**src/rtl/serial_sum_collector_pkg.sv**
```systemverilog
// Shared constants and FSM encoding for the serial adder / sum collector slice.
package serial_sum_collector_pkg;

    localparam int DEFAULT_WIDTH = 8;

    typedef enum logic [1:0] {
        IDLE    = 2'd0,
        COLLECT = 2'd1,
        HOLD    = 2'd2
    } state_t;

endpackage

```
**src/rtl/serial_sum_collector_if.sv**
```systemverilog
// Bit-stream input and result handshake between serial adder, collector and consumer.
interface serial_sum_collector_if
    import serial_sum_collector_pkg::*;
#(
    parameter int WIDTH = DEFAULT_WIDTH
);
    logic             start_i;
    logic             bit_valid_i;
    logic             sum_i;
    logic             carry_i;
    logic             result_ready_i;
    logic [WIDTH-1:0] result_o;
    logic             carry_o;
    logic             result_valid_o;
    logic             busy_o;

    modport slave (
        input  start_i, bit_valid_i, sum_i, carry_i, result_ready_i,
        output result_o, carry_o, result_valid_o, busy_o
    );

    modport master (
        output start_i, bit_valid_i, sum_i, carry_i, result_ready_i,
        input  result_o, carry_o, result_valid_o, busy_o
    );
endinterface

```
**src/rtl/serial_sum_collector_sipo_shift_register.sv**
```systemverilog
// Serial-in/parallel-out shift register: LSB-first input enters at the MSB and shifts right.
module sipo_shift_register #(
    parameter int WIDTH = 8
) (
    input  logic             clk,
    input  logic             rst_n,
    input  logic             clr,
    input  logic             en,
    input  logic             din,
    output logic [WIDTH-1:0] q,
    output logic [WIDTH-1:0] q_next
);
    // q_next lets the owner capture the completed word on the same edge as the last shift
    assign q_next = {din, q[WIDTH-1:1]};

    always_ff @(posedge clk or negedge rst_n) begin
        if (!rst_n)
            q <= '0;
        else if (clr)
            q <= '0;
        else if (en)
            q <= q_next;
    end
endmodule

```
**src/rtl/serial_sum_collector.sv**
```systemverilog
// Collects a serial adder's LSB-first sum stream into a parallel word with final carry,
// presenting it on a valid/ready handshake.
module serial_sum_collector
    import serial_sum_collector_pkg::*;
#(
    parameter int WIDTH = DEFAULT_WIDTH
) (
    input  logic                   clk,
    input  logic                   rst_n,
    serial_sum_collector_if.slave  bus
);
    localparam int CW = $clog2(WIDTH) + 1;

    state_t           state, state_nxt;
    logic [CW-1:0]    cnt;
    logic             clr;
    logic             shift_en;
    logic             done;
    logic [WIDTH-1:0] sh_q;
    logic [WIDTH-1:0] sh_next;
    logic [WIDTH-1:0] result_q;
    logic             carry_q;

    sipo_shift_register #(.WIDTH(WIDTH)) u_sipo (
        .clk    (clk),
        .rst_n  (rst_n),
        .clr    (clr),
        .en     (shift_en),
        .din    (bus.sum_i),
        .q      (sh_q),
        .q_next (sh_next)
    );

    always_ff @(posedge clk or negedge rst_n) begin
        if (!rst_n)
            state <= IDLE;
        else
            state <= state_nxt;
    end

    always_comb begin
        state_nxt = state;
        clr       = 1'b0;
        shift_en  = 1'b0;
        done      = 1'b0;
        case (state)
            IDLE: begin
                if (bus.start_i) begin
                    clr       = 1'b1;
                    state_nxt = COLLECT;
                end
            end
            COLLECT: begin
                // start_i aborts and wins over a coincident bit
                if (bus.start_i) begin
                    clr = 1'b1;
                end else if (bus.bit_valid_i) begin
                    shift_en = 1'b1;
                    if (cnt == CW'(WIDTH - 1)) begin
                        done      = 1'b1;
                        state_nxt = HOLD;
                    end
                end
            end
            HOLD: begin
                // start_i only counts once the pending result is accepted
                if (bus.result_ready_i) begin
                    if (bus.start_i) begin
                        clr       = 1'b1;
                        state_nxt = COLLECT;
                    end else begin
                        state_nxt = IDLE;
                    end
                end
            end
            default: state_nxt = IDLE;
        endcase
    end

    always_ff @(posedge clk or negedge rst_n) begin
        if (!rst_n)
            cnt <= '0;
        else if (clr)
            cnt <= '0;
        else if (shift_en)
            cnt <= cnt + CW'(1);
    end

    // Result and carry persist through IDLE/COLLECT until the next frame completes
    always_ff @(posedge clk or negedge rst_n) begin
        if (!rst_n) begin
            result_q <= '0;
            carry_q  <= 1'b0;
        end else if (done) begin
            result_q <= sh_next;
            carry_q  <= bus.carry_i;
        end
    end

    assign bus.result_o       = result_q;
    assign bus.carry_o        = carry_q;
    assign bus.result_valid_o = (state == HOLD);
    assign bus.busy_o         = (state == COLLECT);

endmodule
```
**src/flat_wrapper.sv**
```systemverilog
// flat-port wrapper written by rule: the top's interface ports become plain ports
module serial_sum_collector_flat import serial_sum_collector_pkg::*;
#(
    parameter int WIDTH = DEFAULT_WIDTH
)
  (clk, rst_n, bus_start_i, bus_bit_valid_i, bus_sum_i, bus_carry_i, bus_result_ready_i, bus_result_o, bus_carry_o, bus_result_valid_o, bus_busy_o);
  serial_sum_collector_if #(.WIDTH(WIDTH)) bus_i ();
  input  logic clk;
  input  logic rst_n;
  input wire logic [$bits(bus_i.start_i)-1:0] bus_start_i;
  input wire logic [$bits(bus_i.bit_valid_i)-1:0] bus_bit_valid_i;
  input wire logic [$bits(bus_i.sum_i)-1:0] bus_sum_i;
  input wire logic [$bits(bus_i.carry_i)-1:0] bus_carry_i;
  input wire logic [$bits(bus_i.result_ready_i)-1:0] bus_result_ready_i;
  output wire logic [$bits(bus_i.result_o)-1:0] bus_result_o;
  output wire logic [$bits(bus_i.carry_o)-1:0] bus_carry_o;
  output wire logic [$bits(bus_i.result_valid_o)-1:0] bus_result_valid_o;
  output wire logic [$bits(bus_i.busy_o)-1:0] bus_busy_o;
  assign bus_i.start_i = bus_start_i;
  assign bus_i.bit_valid_i = bus_bit_valid_i;
  assign bus_i.sum_i = bus_sum_i;
  assign bus_i.carry_i = bus_carry_i;
  assign bus_i.result_ready_i = bus_result_ready_i;
  assign bus_result_o = bus_i.result_o;
  assign bus_carry_o = bus_i.carry_o;
  assign bus_result_valid_o = bus_i.result_valid_o;
  assign bus_busy_o = bus_i.busy_o;
  serial_sum_collector #(.WIDTH(WIDTH)) u_core (.clk(clk), .rst_n(rst_n), .bus(bus_i));
endmodule
```
**config.mk**
```make
export PLATFORM = sky130hd
export DESIGN_NAME = serial_sum_collector_flat
export DESIGN_NICKNAME = d
export VERILOG_FILES = /design/src/rtl/serial_sum_collector_pkg.sv /design/src/rtl/serial_sum_collector_if.sv /design/src/rtl/serial_sum_collector_sipo_shift_register.sv /design/src/rtl/serial_sum_collector.sv /design/src/flat_wrapper.sv
export SDC_FILE = /design/constraint.sdc
export NUM_CORES = 1
export LEC_CHECK = 0
export CAP_MARGIN = 20
export CORE_UTILIZATION = 49
export CTS_CLUSTER_DIAMETER = 100
export DETAILED_ROUTE_END_ITERATION = 10
export PLACE_DENSITY = 0.81
export RECOVER_POWER = 100
export SLEW_MARGIN = 20
export SYNTH_ARGS = -nofsm -noshare
export SYNTH_HDL_FRONTEND = slang
export SYNTH_SLANG_ARGS = --single-unit
```
**constraint.sdc**
```tcl
create_clock -name clk -period 1.75 [get_ports clk]
set_input_delay 0.175 -clock clk [delete_from_list [all_inputs] [get_ports clk]]
set_output_delay 0.175 -clock clk [all_outputs]
set_load 0.05 [all_outputs]
```
# Yosys cells after proc, flatten, opt, wreduce, memory -nomap -nowiden
# Cells that the tools add are included.
# classes
addsub	1
n_mul	0
div_mod_pow	0
order_cmp	0
eq_ne	8
n_shift	0
n_mux	21
bitwise_logic	0
reduce_logical	4
# op_table
operator	n
$mux W8	2
$mux W1	10
$mux W2	5
$mux W4	2
$ne A2 B2 Y1 const B	4
$pmux W2 S3	1
$reduce_and A5 Y1	1
$add A4 B1 Y4 const B	1
$eq A4 B3 Y1 const B	1
$eq A2 B1 Y1 const B	1
$eq A2 B2 Y1 const B	1
$logic_not A2 Y1	1
$ne A2 B1 Y1 const B	1
$pmux W1 S2	1
$reduce_bool A2 Y1	1
$reduce_or A2 Y1	1
# word_totals
register_bits	23
latchBits	0
ramBits	0
rom_bits	0
out_inout_bits	11
wordCells	39
memories	0

# Logic depth before layout (Yosys ltp)
# Gate-level depths: netlist of run 1.
# logic_depth
depth_word	5
ltp_mapped	4
depth_no_buf	4

# By module
# From an unflattened synthesis of run 1, not the netlist that was laid out.
# unflattened
hier_cells	84
area_unflattened_um2	1044.8
# by_module_without_submodules
mod	n_inst	cells_each	area_each_um2	seq_area_each_um2
serial_sum_collector	1	50	659.4	375.4
sipo_shift_register	1	34	385.4	200.2

# Worst setup path after synthesis of run 1
# Ideal clock, no wire load.
# synth_path
kind	reg-to-reg
from	register u_core.state[1]
to	register u_core.carry_q, in the netlist u_core.bus.carry_o
setup_ps	125
arrival_time_ps	1333
required_time_ps	1625
setup_slack_ps	292
stages_incl_launch_ff	4
path_buffers	0
period_less_slack_ps	1458
cell_sequence	dfrtp_1 > nand4bb_4 > nor3_4 > mux2_2
# synth_via
elab_chain_cells	2
# synth_rtl
element	line_no	source
start: declaration	serial_sum_collector.sv:14	state_t state, state_nxt;
start signal: assignment	serial_sum_collector.sv:38	state <= state_nxt;
$eq A2 B1 Y1	serial_sum_collector.sv:46	case (state)
$mux W1	serial_sum_collector.sv:46	
end signal: assignment	serial_sum_collector.sv:96	carry_q <= bus.carry_i;
end: declaration	serial_sum_collector.sv:22	logic carry_q;
# Every way passes these cells.
# A chain may end at the register's enable or synchronous reset.

# Final worst setup path of run 1
# layout_path
from	register u_core.result_q[4], in the netlist u_core.bus.result_o[4]
to	output port bus_result_o[4]
# layout_lines
element	line_no	source
start: declaration	serial_sum_collector.sv:21	logic [WIDTH-1:0] result_q;
start signal: assignment	serial_sum_collector.sv:95	result_q <= sh_next;
end: declaration	flat_wrapper.sv:15	output wire logic [$bits(bus_i.result_o)-1:0] bus_result_o;
# No word-level cell between the ends.

==> results by group, run 1 <==
STA
  • Final WS setup: 81.1 ps
  • RSZ-0062 raised after global routing: no
  • Worst-case clock skew: 2.41 ps
  • Setup TNS: 0 ps
  • Max Freq: 599 MHz
  • Final setup viols: 0
  • Hold Vio Cnt, Final: 0
  • Slew HR: 0.235
  • Final Critical Period: approximately 1700 ps
  • Worst hold slack: 430 ps
  • Max-slew violations: 0
  • Worst-Margin Slew: ~1100 ps
  • Period utilisation layout: 0.954

Power
  • Leak: 0.524 nW
  • PD cells: roughly 800 nW/um^2
  • Peak VDD IR: 0.553 mV

Clock network
  • CTS tree: built
  • Max Root-Sink Buffers: 2
  • Post_cts resized: 0
  • Setup bufs post-CTS: 0
  • CTS clock-pin slew for the worst setup and hold paths: 120 ps
  • H-tree depth: 1
  • TritonCTS buffer count: 3
  • # clock sinks: 22
  • Clock tree root buffer cell: clkbuf_4
  • Worst-skew pair later-pin latency: approximately 300 ps
  • # hold bufs at CTS: 0

Critical path
  • Worst-path maximum fanout: 2
  • Crit-path cells: clkdlybuf4s50_1
  • Delay-heaviest family, CP: buffers and inverters
  • Startpoint Class: register
  • CP arrival: 1490 ps
  • Worst Path Buf+Inv: 1
  • Data required, critical path: roughly 1600 ps
  • CP max stage delay: 810 ps
  • Kind of end point of the critical path: primary output
  • Crit Path Category: register to primary output
  • Setup slack, reg-to-reg: roughly 190 ps
  • R2R Path Start: u_core.cnt[0]
  • Register-to-Register Path Depth: 5
  • Worst r2r dst: u_core.bus.result_o[5]
  • Slowest CP cell: clkdlybuf4s50_1

Floorplan
  • Die W: 45.8 um
  • Initial Util: 0.533
  • Die area: 2100 um^2
  • Die height: around 46 um
  • Core area: 1760 um^2
  • Row cnt: 15
  • IO Count: 18

Drt
  • Wire per inst: 13.0 um
  • Vias/cell: 5.23
  • Final ANT Viol Nets: 0
  • Drt first pass iters: 4
  • Via count: 680
  • DRC: 0
  • WL final: 1.69 mm
  • Starting DRT DRC Count: 11

Final layout
  • Area of the multi-input gates: 373 um^2
  • FILL cells: 160
  • ANT cells: 0
  • Fraction of layout cells with a size suffix above 1: 0.181
  • Nets: ~110
  • FF/Latch Area: ~550 um^2
  • Layout area overhead: 27.6%

Synthesis
  • Synth Warn #: 0
  • Seq/Total Area, Yosys: 0.586
  • Area leader, netlist: dfrtp_1
  • Share of Yosys cell area claimed by the top area cell type: 0.586
  • Avg Cell Area, Syn: 11.6 um^2
  • Unique cell type count in the Yosys netlist: 22
  • Post-Synthesis Net Count: 89
  • Synth top area cells: dfrtp_1 59%, mux2_2 11%, nand2_1 6.8%
  • Synth Cell Area: 940 um^2
  • Cells after Synth: 81
  • #FFs+latches synth: 22

Outcome
  • Status: completed

Hold path
  • Hold wc startpoint: bus_sum_i
  • Worst min path class: input port to register
  • Hold Path Depth: 3
  • WHS Endpoint: u_core.u_sipo.q[7]

Global route
  • Grt ovf: 0
  • Vias in the first global route: 628
  • Largest net degree at the start of global routing: 23
  • Total GRT Usage: 0.187
  • First-pass GRT wire length: roughly 2.7 mm
  • Initial antenna violation count: 0

Placed design
  • Place WS: 11.2 ps
  • Final Wtd Congestion: 0.788
  • Port bufs: 17
  • DPL Wire Length: 1.25 mm

Job
  • Maxcap violations: 0
==> metrics by stage <==
stage               cell area [um^2]  utilization  total power, mW  instances
floorplan                        940            -            0.549         81
global placement                1170        0.662            0.584        126
detailed placement              1170        0.662            0.586        126
CTS                             1220        0.692            0.966        130
global route                    1200        0.679            0.984        130
finish                          1200        0.679            0.953        130
==> metal layers <==
layer,vias up,GRT usage,part of all wire
met3,4,0.0357,0.039
met2,16,0.320,0.50
met5,-,0,0
met4,0,0.0706,0.012
met1,336,0.234,0.45
li1,324,-,-
==> state kept, by name, summed over array words and instances (netlist names) <==
| register | flops |
|---|---|
| u_core.cnt | 4 |
| u_core.u_sipo.q | 7 |
| u_core.bus.carry_o | 1 |
| u_core.bus.result_o | 8 |
| u_core.state | 2 |
==> layout make-up <==
cell class              count  area share
repair buffers             23       0.157
multi-input cells          55       0.311
well taps                  25      0.0261
clock inverters             1      0.0251
clock buffers               3      0.0188
flip-flops and latches     22       0.459
inverters                   1     0.00313
==> synth_stat cells, drive strengths merged <==
| cell type | count |
|---|---|
| dfrtp | 22 |
| nand2 | 17 |
| a21oi | 9 |
| mux2 | 9 |
| nor2 | 4 |
| a21o | 2 |
| clkbuf | 2 |
| nor2b | 2 |
| a21boi | 1 |
| buf | 1 |
| ha | 1 |
| inv | 1 |
| nand2b | 1 |
| nand3 | 1 |
| nand4b | 1 |
| nand4bb | 1 |
| nor3 | 1 |
| nor4 | 1 |
| nor4bb | 1 |
| o21ai | 1 |
| or3 | 1 |
| xnor2 | 1 |
==> logic make-up after synthesis <==
| family | after synthesis | synth area share |
|---|---|---|
| AND/OR/NAND/NOR | 31 | 0.189 |
| flip-flops | 22 | 0.586 |
| AO/OA/AOI/OAI | 13 | 0.0772 |
| multiplexers | 9 | 0.108 |
| buffers and inverters | 4 | 0.0173 |
| XOR/XNOR | 1 | 0.00932 |
| adder cells (fa/ha/maj) | 1 | 0.0133 |
==> report_power, final <==
group          switching [mW]  total [mW]  internal (mW)
logic                  0.0315      0.0548         0.0234
clock network           0.150       0.381          0.231
registers             0.00373       0.516          0.513
total                   0.185       0.953          0.767
==> worst max path at each step <==
| stage | start | to | depth (start not counted) |
|---|---|---|---|
| floorplan | u_core.state[1] | u_core.bus.carry_o | 3 |
| global placement | bus_start_i | u_core.bus.result_o[5] | 5 |
| detailed placement | bus_start_i | u_core.bus.result_o[4] | 5 |
| CTS | u_core.bus.result_o[4] | bus_result_o[4] | 1 |
| global route | u_core.bus.result_o[4] | bus_result_o[4] | 1 |
| finish | u_core.bus.result_o[4] | bus_result_o[4] | 1 |
==> cells in the final DEF (no fill, tap or decap) <==
cell / instances
mux2_2: 9
nor4_1: 1
xnor2_1: 1
nand4bb_4: 1
nand4b_1: 1
inv_1: 1
clkdlybuf4s50_1: 14
dfrtp_1: 22
nor2_1: 4
nor2b_1: 2
a21oi_1: 9
clkbuf_1: 4
dlygate4sd3_1: 1
o21ai_0: 1
nand2_1: 17
nand2b_1: 1
buf_4: 1
clkbuf_4: 3
clkbuf_2: 3
nand3_1: 1
or3_1: 1
nor3_4: 1
nor4bb_1: 1
a21o_1: 2
ha_1: 1
a21boi_0: 1
bufinv_16: 1
Power figures use the tool's default switching activity.
==> run 2: changes to the inputs <==
--- a/config.mk
+++ b/config.mk
@@ -9,6 +9,7 @@
 export CORE_UTILIZATION = 49
 export CTS_CLUSTER_DIAMETER = 100
 export DETAILED_ROUTE_END_ITERATION = 10
+export HOLD_SLACK_MARGIN = 0.12
 export PLACE_DENSITY = 0.81
 export RECOVER_POWER = 100
 export SLEW_MARGIN = 20
==> results of run 2 <==
Final layout, timing and power as in run 1 (identical DEF).
==> run 3: changes to the inputs <==
--- a/config.mk
+++ b/config.mk
@@ -8,8 +8,10 @@
 export CAP_MARGIN = 20
 export CORE_UTILIZATION = 49
 export CTS_CLUSTER_DIAMETER = 100
+export CTS_CLUSTER_SIZE = 14
 export DETAILED_ROUTE_END_ITERATION = 10
 export HOLD_SLACK_MARGIN = 0.12
+export MAX_ROUTING_LAYER = met4
 export PLACE_DENSITY = 0.81
 export RECOVER_POWER = 100
 export SLEW_MARGIN = 20
==> results of run 3 <==
Final layout, timing and power as in run 1 (identical DEF).
Main changes from that run: final weighted congestion in routability-driven placement 0.788 -> 0.800; overall routing resource usage 0.187 -> 0.193
